<file path="src/rtl/axi_write_state_ctrl.sv">
// axi_write_state_ctrl
// Write-path controller for the AXI interconnect. It decodes the master
// write address and owns W_state, which steers the AW, W and B muxes
// for one outstanding write. The transaction runs from AW accept through
// the W burst and the B handshake, and then the path is released.
// Optional feature: define AXI_DEFAULT_SLAVE_EN to add a default slave.
// The default slave answers decode misses and returns DECERR.
module axi_write_state_ctrl #(
    parameter logic [31:0] S0_BASE     = 32'h0000_0000,
    parameter logic [31:0] S1_BASE     = 32'h0001_0000,
    parameter int          REGION_BITS = 16
) (
    input  logic        clk,
    input  logic        rst,
    input  logic [31:0] AWADDR_M1,
    input  logic [3:0]  AWLEN_M1,
    input  logic        AWVALID_M1,
    input  logic        AWREADY_S0,
    input  logic        AWREADY_S1,
    input  logic        WVALID_M1,
    input  logic        WLAST_M1,
    input  logic        WREADY_S0,
    input  logic        WREADY_S1,
    input  logic        BVALID_S0,
    input  logic        BVALID_S1,
    input  logic        BREADY_M1,
    output logic [1:0]  W_state,
    output logic        W_busy,
    output logic        len_err
`ifdef AXI_DEFAULT_SLAVE_EN
    ,
    output logic        DS_AWREADY,
    output logic        DS_WREADY,
    output logic        DS_BVALID,
    output logic [1:0]  DS_BRESP
`endif
);

    // Transaction phase encoding
    localparam logic [1:0] PH_IDLE = 2'd0;
    localparam logic [1:0] PH_ADDR = 2'd1;
    localparam logic [1:0] PH_DATA = 2'd2;
    localparam logic [1:0] PH_RESP = 2'd3;

    // Path steering encoding carried on W_state
    localparam logic [1:0] WS_IDLE = 2'd0;
    localparam logic [1:0] WS_S0   = 2'd1;
    localparam logic [1:0] WS_S1   = 2'd2;
`ifdef AXI_DEFAULT_SLAVE_EN
    localparam logic [1:0] WS_DS   = 2'd3;
`endif

    logic [1:0] phase_q, phase_d;
    logic [1:0] w_state_q, w_state_d;
    logic [3:0] beat_cnt_q, beat_cnt_d;
    logic       len_err_q, len_err_d;

    logic s0_hit;
    logic s1_hit;
    logic awready_sel;
    logic wready_sel;
    logic bvalid_sel;

    // Region decode.
    // When both regions match, S0 is tested first and therefore wins.
    assign s0_hit = (AWADDR_M1[31:REGION_BITS] == S0_BASE[31:REGION_BITS]);
    assign s1_hit = (AWADDR_M1[31:REGION_BITS] == S1_BASE[31:REGION_BITS]);

`ifdef AXI_DEFAULT_SLAVE_EN
    logic ds_sel;
    assign ds_sel     = (w_state_q == WS_DS);

    // The default slave accepts the address at once and swallows every beat.
    assign DS_AWREADY = ds_sel && (phase_q == PH_ADDR);
    assign DS_WREADY  = ds_sel && (phase_q == PH_DATA);

    // The default slave always answers with DECERR.
    assign DS_BVALID  = ds_sel && (phase_q == PH_RESP);
    assign DS_BRESP   = DS_BVALID ? 2'b11 : 2'b00;
`endif

    // Select the handshake inputs of the slave that currently owns the path
    always_comb begin
        awready_sel = 1'b0;
        wready_sel  = 1'b0;
        bvalid_sel  = 1'b0;
        case (w_state_q)
            WS_S0: begin
                awready_sel = AWREADY_S0;
                wready_sel  = WREADY_S0;
                bvalid_sel  = BVALID_S0;
            end
            WS_S1: begin
                awready_sel = AWREADY_S1;
                wready_sel  = WREADY_S1;
                bvalid_sel  = BVALID_S1;
            end
            default: begin
                awready_sel = 1'b0;
                wready_sel  = 1'b0;
                bvalid_sel  = 1'b0;
            end
        endcase
`ifdef AXI_DEFAULT_SLAVE_EN
        awready_sel = awready_sel | DS_AWREADY;
        wready_sel  = wready_sel  | DS_WREADY;
        bvalid_sel  = bvalid_sel  | DS_BVALID;
`endif
    end

    // Phase sequencing, target latch, beat counting and length checking
    always_comb begin
        phase_d    = phase_q;
        w_state_d  = w_state_q;
        beat_cnt_d = beat_cnt_q;
        len_err_d  = len_err_q;
        case (phase_q)
            PH_IDLE: begin
                if (AWVALID_M1) begin
                    if (s0_hit) begin
                        phase_d   = PH_ADDR;
                        w_state_d = WS_S0;
                    end else if (s1_hit) begin
                        phase_d   = PH_ADDR;
                        w_state_d = WS_S1;
                    end
`ifdef AXI_DEFAULT_SLAVE_EN
                    else begin
                        phase_d   = PH_ADDR;
                        w_state_d = WS_DS;
                    end
`endif
                end
            end
            PH_ADDR: begin
                // The target is already latched, so the address is not decoded again.
                if (AWVALID_M1 && awready_sel) begin
                    phase_d    = PH_DATA;
                    beat_cnt_d = AWLEN_M1;
                end
            end
            PH_DATA: begin
                if (WVALID_M1 && wready_sel) begin
                    if (beat_cnt_q != 4'd0) begin
                        beat_cnt_d = beat_cnt_q - 4'd1;
                    end
                    // WLAST must arrive exactly on the beat where the count reaches zero.
                    if (WLAST_M1 != (beat_cnt_q == 4'd0)) begin
                        len_err_d = 1'b1;
                    end
                    // WLAST still ends the burst, even when a length error was seen.
                    if (WLAST_M1) begin
                        phase_d = PH_RESP;
                    end
                end
            end
            PH_RESP: begin
                if (bvalid_sel && BREADY_M1) begin
                    phase_d   = PH_IDLE;
                    w_state_d = WS_IDLE;
                end
            end
            default: begin
                phase_d   = PH_IDLE;
                w_state_d = WS_IDLE;
            end
        endcase
    end

    // State registers with synchronous reset
    always_ff @(posedge clk) begin
        if (rst) begin
            phase_q    <= PH_IDLE;
            w_state_q  <= WS_IDLE;
            beat_cnt_q <= 4'd0;
            len_err_q  <= 1'b0;
        end else begin
            phase_q    <= phase_d;
            w_state_q  <= w_state_d;
            beat_cnt_q <= beat_cnt_d;
            len_err_q  <= len_err_d;
        end
    end

    assign W_state = w_state_q;
    assign W_busy  = (w_state_q != WS_IDLE);
    assign len_err = len_err_q;

endmodule

</file>
<file path="config.mk">
export PLATFORM = sky130hd
export DESIGN_NAME = axi_write_state_ctrl
export DESIGN_NICKNAME = d
export VERILOG_FILES = /design/src/rtl/axi_write_state_ctrl.sv
export SDC_FILE = /design/constraint.sdc
export NUM_CORES = 1
export LEC_CHECK = 0
export ABC_AREA = 1
export ABC_CLOCK_PERIOD_IN_PS = 1880
export BUFFER_PORTS_ARGS = -buffer_cell sky130_fd_sc_hd__buf_4
export CAP_MARGIN = 10
export CELL_PAD_IN_SITES_DETAIL_PLACEMENT = 2
export CELL_PAD_IN_SITES_GLOBAL_PLACEMENT = 2
export CORE_MARGIN = 1
export CORE_UTILIZATION = 20
export CTS_CLUSTER_DIAMETER = 150
export DETAILED_ROUTE_END_ITERATION = 10
export PLACE_DENSITY_LB_ADDON = 0.08
export SLEW_MARGIN = 20
export SYNTH_ARGS = -nofsm -noshare
export SYNTH_HDL_FRONTEND = slang
export SYNTH_SLANG_ARGS = --single-unit
</file>
<file path="constraint.sdc">
create_clock -name clk -period 1.88 [get_ports clk]
set_input_delay 0.188 -clock clk [delete_from_list [all_inputs] [get_ports clk]]
set_output_delay 0.188 -clock clk [all_outputs]
set_load 0.005 [all_outputs]
</file>
* After elaboration in Yosys (flattened, before gate mapping) *
Index checks and enable logic that the tools add are counted.

cells by class
  $add $sub $neg = 1
  eq/ne operators = 14
  multiplexer cells = 19
  reduce and logical (&&, ||, !) cells = 14

operators with widths
  cell                   number
  $mux W2                10
  $eq A16 B1 Y1 const B  1
  $logic_not A16 Y1      1
  $mux W4                3
  $ne A2 B2 Y1 const B   6
  $pmux W2 S4            1
  $pmux W4 S2            1
  $reduce_and A4 Y1      2
  $eq A2 B2 Y1 const B   3
  $pmux W1 S2            3
  $reduce_and A6 Y1      1
  $reduce_bool A2 Y1     3
  $eq A2 B1 Y1 const B   2
  $logic_not A4 Y1       1
  $pmux W2 S2            1
  $reduce_bool A4 Y1     1
  $sub A4 B1 Y4 const B  1
  $logic_and A1 B1 Y1    3
  $ne A3 B3 Y1 const B   1
  $reduce_and A3 Y1      1
  $logic_not A2 Y1       1
  $ne A1 B1 Y1           1

word-level totals
  bits in registers = 9
  input bits = 48
  output and inout bits = 4

* Depth between registers and ports, before layout *
Gate-level depths: netlist of run 1.

  depth after elaboration = 5
  gate-level depth with buffers = 12
  mapped depth without buffers = 12

* Worst setup path before layout of run 1 *
No wires, ideal clock.

  path type = register to register
  from = reg w_state_q[1], in the netlist W_state[1]
  to = reg phase_q[1]
  setup time = 0.114 ns
  arrival time = 1.343 ns
  slack = 0.423 ns
  cell stages (with the launch flop) = 12
  clock period less this slack = 1.457 ns
  cells stage by stage = dfxtp_1 -> inv_1 -> ha_1 -> nand2_1 -> inv_2 -> nand2_1 -> nand2_2 -> nand2_2 -> nor2_4 -> nand2_2 -> nor2_1 -> nor2_2

between the ends
  cells in the longest elaborated chain, start to end = 5

ends and longest elaborated chain
  what                                                 RTL line       source
  start: declaration                                   54             logic [1:0] w_state_q, w_state_d;
  start signal: assignment                             179            w_state_q <= w_state_d;
  $eq A2 B2 Y1 / $eq A2 B1 Y1 (equally long branches)  87             case (w_state_q)
  $pmux W1 S2                                          87
  $logic_and A1 B1 Y1 (on tied branches)               158, 137, 143
  $ne A2 B2 Y1 (no source line)                        n/a
  $reduce_and A6 Y1 (no source line) (*)               n/a
  end signal: assignment                               178            phase_q <= phase_d;
  end: declaration                                     53             logic [1:0] phase_q, phase_d;

Every way passes the cells marked *; elsewhere a longest branch is shown, timed or not.
A chain may end at the register's enable or synchronous reset.

* Worst setup path after layout of run 1 *
  from = reg phase_q[0]
  to = reg phase_q[1]

between the ends
  cells in the longest elaborated chain, start to end = 3

ends and longest elaborated chain
  what                                                                  RTL line  source
  $eq A2 B2 Y1 (tied with other cells)                                  117       case (phase_q)
  $ne A2 B2 Y1 (no source line) / $ne A3 B3 Y1 (equally long branches)  n/a
  $reduce_and A6 Y1 (no source line)                                    n/a

Parallel ways exist; a longest one is shown, timed or not.

==> results of run 1 <==
[cell type report]
| cell class | count | share of cell area |
|---|---|---|
| clock buffer | 4 | 0.0370 |
| inverter | 21 | 0.0647 |
| multi-input combinational | 105 | 0.483 |
| sequential | 9 | 0.148 |
| tap | 50 | 0.0514 |
| timing repair buffer | 35 | 0.216 |
[per-stage QoR]
step                      worst slack [ps]  utilization  total power (uW)  cells  area [um2]
after global routing                  70.9        0.302              1580    224        1220
after global placement                 273        0.291              1140    220        1170
after CTS                              178        0.302              1450    224        1220
after floorplan                        423            -               918    135         847
after detailed placement               189        0.291              1190    220        1170
final                                  226        0.302              1420    224        1220
[registers in the layout (all words and copies together), names as in the netlist]
name / count
phase_q: 2
len_err: 1
W_state: 2
beat_cnt_q: 4
[Yosys cell counts]
library cell | count | area [um2]
a21oi_1 | 9 | 45.0
nand3_4 | 2 | 35.0
o21a_1 | 2 | 15.0
o21ai_2 | 1 | 8.76
nand3_1 | 2 | 10.0
a21oi_2 | 1 | 8.76
nand3_2 | 1 | 10.0
nand2_2 | 10 | 62.6
o21ai_0 | 4 | 20.0
nor2_1 | 20 | 75.1
o211ai_1 | 1 | 7.51
inv_1 | 15 | 56.3
o21ai_1 | 3 | 15.0
nor2_4 | 1 | 11.3
inv_2 | 6 | 22.5
nor2_2 | 2 | 12.5
nand2_1 | 37 | 139
dfxtp_1 | 9 | 180
ha_1 | 9 | 113
[worst reg2reg max path: stages (launching register included)]
cell     delay (ps)
dfxtp_1         390
inv_1           110
ha_1            300
inv_2           180
o21ai_2          80
inv_2            50
nand2_2          60
nor2_4          140
nand2_2          70
nor2_1          110
nor2_2           50
[report_power, final]
part	switching, uW	internal (uW)
logic	533	341
registers	45.5	258
clock network	88.7	149
total	668	748
[routing by layer]
metal / vias up / global-route usage
li1: 493 / -
met1: 449 / 0.143
met2: 27 / 0.241
met3: 5 / 0.0205
met4: 0 / 0.0638
met5: - / 0
[worst max-delay path by stage]
stage / end / slack, ps / cells after the start / from
after CTS: phase_q[1] / 180 / 10 / phase_q[0]
after floorplan: phase_q[1] / 420 / 11 / W_state[1]
after global placement: phase_q[1] / 270 / 10 / phase_q[0]
after global routing: phase_q[1] / 70 / 10 / phase_q[0]
after detailed placement: phase_q[1] / 190 / 10 / phase_q[0]
final: phase_q[1] / 230 / 10 / phase_q[0]
[logic make-up after synthesis]
logic type                 share of synthesized area
and+or+nand+nor                                0.419
AOI/OAI and AO/OA                              0.142
buffers and inverters                         0.0931
adders and majority gates                      0.133
DFF                                            0.213
==> results.py, run 1 <==
metrics = {
    "timing": {
        "max_slew_margin": 0.833,
        "setup_violations": 0,
        "rsz0062_at_grt": "no",
        "worst_pin_slew_ps": 251,
        "period_needed_ps": 1650,
        "hold_ws_ps": 136,
        "setup_tns_ps": 0,
        "clock.fmax_mhz": 605,
        "slew_viol_final": 0,
        "fin_crit_sh": 0.880,
        "finalHoldViolations": 0,
        "skew_ps": 5.15,
    },
    "routing": {
        "route.detailed.drc": 0,
        "wl_met1_um": 1100,
        "wl_met3_um": 117,
        "viasPerCell": 4.35,
        "drtAntennaViolNets": 0,
        "drtIter0Drc": 3,
        "routedWlPerCell_um": 11.7,
        "drtPass1Iterations": 2,
        "routed_wl_um": 2630,
        "topRoutingLayerUsed": "met4",
        "vias": 974,
        "wl_met2_um": 1360,
    },
    "grt": {
        "grtUsageTotal": 0.131,
        "grt_pass1_wl_um": 4350,
        "antenna_found_initial": 0,
        "grt_pass1_vias": 1036,
        "grt_start_max_net_pins": 10,
        "grt.overflow.total": 0,
    },
    "finish": {
        "drive_above_1_share": 0.356,
        "final_common_cell": "nand2_1",
        "layout.nets": 232,
        "area_delta_synth_final_pct": 43.7,
        "insertedDiodeCount": 0,
        "n_fill_cell": 505,
        "final-seq-area_um2": 180,
        "layout_common_cells": "37 x nand2_1, 35 x buf_4, 20 x nor2_1, 15 x inv_1, 10 x nand2_2",
        "multiInputGateArea_um2": 588,
    },
    "clocking": {
        "ctsResizeCount": 0,
        "cts_tree": "done",
        "cts_hold_buf": 0,
        "cts_max_level": 1,
        "numCtsBuffers": 3,
        "clock-sinks": 9,
        "clk_latency_ps": 240,
        "cts-root-buf": "clkbuf_8",
        "postCtsSetupBuffers": 0,
        "clkSlewWorstSetupHoldPaths_ps": 50,
        "clockBufferDepth": 2,
    },
    "floorplan": {
        "die_y_um": 67.1,
        "start_util": 0.210,
        "die_w_um": 67.1,
        "ios": 52,
        "coreArea_um2": 4030,
        "num_rows": 23,
        "dieArea_um2": 4500,
    },
    "placement": {
        "numPortBuffers": 35,
        "dp_hpwl_um": 2260,
        "gp_congestion": 0.724,
    },
    "worst_hold_path": {
        "hold_depth": 2,
        "hold_start": "rst",
        "holdPathEnd": "len_err",
        "hp-class": "primary input to flop",
    },
    "setup_path": {
        "endpoint_kind": "flop",
        "crit_family": "simple AND/OR/NAND/NOR gates",
        "cp_num_buf_inv": 3,
        "crit_chain": "inv_1, ha_1, inv_2, o21ai_2, inv_2, nand2_2, nor2_4, nand2_2, nor2_1, nor2_2",
        "worstPathArrival_ps": 1780,
        "cpMaxStageDelayCell": "dfxtp_1",
        "cp_slowest_stage_delay_ps": 390,
        "reg2reg_depth": 10,
        "r2r-end": "phase_q[1]",
        "r2r_setup_slack_ps": 230,
        "cp-start-kind": "flop",
        "cp.required_ps": 2010,
        "r2r-start": "phase_q[0]",
        "crit_type": "flop to flop",
        "worstPathMaxFanout": 9,
    },
    "logic_synthesis": {
        "yosysWarningCount": 0,
        "synth_cells": 135,
        "yosysSeqAreaShare": 0.213,
        "ys_ff_latch": 9,
        "syn_area_um2": 847,
        "ys_types": 19,
        "syn_nets": 192,
        "syn_avg_cell_area_um2": 6.27,
    },
    "power": {
        "ir_worst_vdd_uv": 311,
        "power_density_nw_per_um2": 1160,
        "p_leak_uw": 0.000631,
    },
    "job": {
        "cap_viol_max_count": 0,
    },
    "outcome": {
        "outcome": "complete, no violations",
    },
}
Power figures use the tool's default switching activity.
==> run 2: changes to the inputs <==
ABC_AREA = not set   (was 1)
PLACE_DENSITY = 0.77   (was not set)
PLACE_DENSITY_LB_ADDON = not set   (was 0.08)
==> run 2 against run 1 <==
Area after synthesis fell by 16%. Cell count down 18%. Clock-buffer cell count stayed put. Register-to-register slack lost 210 ps. Sequential share of layout area is 0.62 points higher. Critical path depth down 3. Sequential power shrank 38%. First-iteration DRC count rose to 5.7 times the previous value. Die area fell by 16%. Clock skew hardly changed. Largest cell class unchanged. Highest routed layer unchanged.
==> results.py, run 2 <==
metrics = {
    "floorplan": {
        "die_y_um": 61.6,
        "start_util": 0.211,
        "dieArea_um2": 3800,
        "ios": 52,
        "die_w_um": 61.6,
        "coreArea_um2": 3360,
        "num_rows": 21,
    },
    "setup_path": {
        "cp.required_ps": 2050,
        "reg2reg_depth": 7,
        "crit_path_start": "W_state[1]",
        "setup.worst_path.end": "phase_q[0]",
        "r2r_setup_slack_ps": 20,
        "cp_slowest_stage_delay_ps": 490,
        "worstPathArrival_ps": 2030,
        "crit_chain": "inv_4, ha_4, a22o_1, nand3_1, a221o_1, or4_1, o211a_1",
        "endpoint_kind": "flop",
        "cp-start-kind": "flop",
        "worstPathMaxFanout": 3,
        "r2r-start": "W_state[1]",
        "cpMaxStageDelayCell": "or4_1",
        "crit_type": "flop to flop",
        "r2r-end": "phase_q[0]",
    },
    "timing": {
        "skew_ps": 4.98,
        "setup_violations": 0,
        "finalHoldViolations": 0,
        "clock.fmax_mhz": 536,
        "period_needed_ps": 1860,
        "fin_ws_ps": 15.7,
        "worst_pin_slew_ps": 616,
        "max_slew_margin": 0.588,
        "rsz0062_at_grt": "yes",
        "fin_crit_sh": 0.992,
        "slew_viol_final": 0,
    },
    "grt": {
        "grt_pass1_wl_um": 4330,
        "grt.overflow.total": 0,
        "gr-usage-met3": 0.0441,
        "grtUsageTotal": 0.158,
        "grt_pass1_vias": 956,
        "busiest_layer": "met2",
        "met2_usage": 0.296,
        "met1_usage": 0.178,
        "grt_start_max_net_pins": 8,
        "antenna_found_initial": 0,
    },
    "finish": {
        "final_area_um2": 1220,
        "final-seq-area_um2": 189,
        "largest_reg_flops": 4,
        "multiInputGateArea_um2": 549,
        "area_delta_synth_final_pct": 72.4,
        "insertedDiodeCount": 0,
        "layout.nets": 196,
        "n_fill_cell": 415,
        "layout_common_cells": "48 x buf_4, 7 x inv_1",
        "final_common_cell": "buf_4",
        "top_register": "beat_cnt_q",
        "drive_above_1_share": 0.500,
    },
    "routing": {
        "drtIter0Drc": 17,
        "drtAntennaViolNets": 0,
        "routedWlPerCell_um": 14.2,
        "vias": 855,
        "route.detailed.drc": 0,
        "drtPass1Iterations": 3,
        "routed_wl_um": 2620,
        "viasPerCell": 4.65,
    },
    "clocking": {
        "cts-root-buf": "clkbuf_4",
        "clock-sinks": 9,
        "cts_max_level": 1,
        "clkSlewWorstSetupHoldPaths_ps": 70,
        "cts_tree": "done",
        "postCtsSetupBuffers": 0,
        "clk_latency_ps": 270,
        "clockBufferDepth": 2,
        "numCtsBuffers": 3,
        "cts_hold_buf": 0,
    },
    "logic_synthesis": {
        "synth_cells": 86,
        "yosysSeqAreaShare": 0.254,
        "syn_avg_cell_area_um2": 8.26,
        "synth_most_common_cell": "inv_1",
        "synth_top_cell_area_share": 0.254,
        "ys_types": 34,
        "synth_area_leaders": "dfxtp_1 25%, ha_1 16%, inv_1 5.3%",
        "syn_nets": 143,
        "yosysWarningCount": 0,
        "synth_ff_type": "dfxtp_1",
        "ys_ff_latch": 9,
        "synth_top_cells_by_count": "10 x inv_1, 9 x dfxtp_1, 9 x ha_1",
        "yosysTopAreaCell": "dfxtp_1",
        "synth_edf_count": 0,
        "syn_area_um2": 711,
        "ys_async_sr_fraction": 0,
    },
    "power": {
        "p_leak_uw": 0.000552,
        "ir_worst_vdd_uv": 261,
        "finalPower_uw": 418,
        "power_density_nw_per_um2": 341,
    },
    "outcome": {
        "outcome": "complete, no violations",
    },
    "placement": {
        "dpl_cell_area_um2": 1130,
        "gp_congestion": 0.735,
        "dp_hpwl_um": 2150,
        "numPortBuffers": 35,
        "dpl_worst_slack_ps": -33.9,
    },
    "worst_hold_path": {
        "hold_start": "rst",
        "hp-class": "primary input to flop",
    },
    "job": {
        "cap_viol_max_count": 0,
    },
}
-- run 2: kinds of logic after synthesis --
family / Yosys count / synth area share
and+or+nand+nor: 30 / 0.239
AOI/OAI and AO/OA: 26 / 0.269
buffers and inverters: 10 / 0.0528
adders and majority gates: 9 / 0.158
DFF: 9 / 0.254
xor gates and xnor gates: 1 / 0.0123
muxes: 1 / 0.0141
-- run 2: routing by layer --
layer,up-vias,share of wire
met3,3,0.038
met2,18,0.53
met1,414,0.43
met5,-,0
li1,420,-
met4,0,0.0050
-- run 2: final cells by class --
type,instances,share of cell area
inverter,10,0.0347
timing repair buffer,48,0.294
sequential,9,0.154
clock buffer,4,0.0215
tap,46,0.0470
multi-input combinational,67,0.448
-- run 2: how the worst min path moves through the flow --
stage,to,slack [ps],depth (start not counted)
finish,beat_cnt_q[3],140,2
floorplan,beat_cnt_q[0],260,1
CTS,beat_cnt_q[3],130,2
global placement,beat_cnt_q[3],430,2
detailed placement,beat_cnt_q[3],430,2
global route,beat_cnt_q[3],140,2
-- run 2: power breakdown --
part	total [uW]	switching, uW	internal (uW)
Sequential	188	0.00782	188
Combinational	66.6	20.8	45.9
Clock	163	81.2	82.3
-- run 2: timing repair --
| item | 4_1_cts | 5_1_grt |
|---|---|---|
| setup endpoints to repair | 2 | 6 |
| resized for setup | 6 | 13 |
| cloned | 0 | 0 |
| pin swaps | 0 | 1 |
-- run 2: critical path, delay by kind of cell, from the launching register on --
family,cells,cell delay [ps]
adder cells (fa/ha/maj),1,130
buffers and inverters,1,80
flip-flops,1,370
AND/OR/NAND/NOR,2,580
AO/OA/AOI/OAI,3,620
-- run 2: metrics by stage --
step                instances  utilization  hold WS, ps  TNS, ps
floorplan                  86            -          257        0
global placement          180        0.336          427        0
detailed placement        180        0.336          428    -58.1
CTS                       184        0.346          130   -0.425
global route              184        0.364          136    -95.6
finish                    184        0.364          136        0
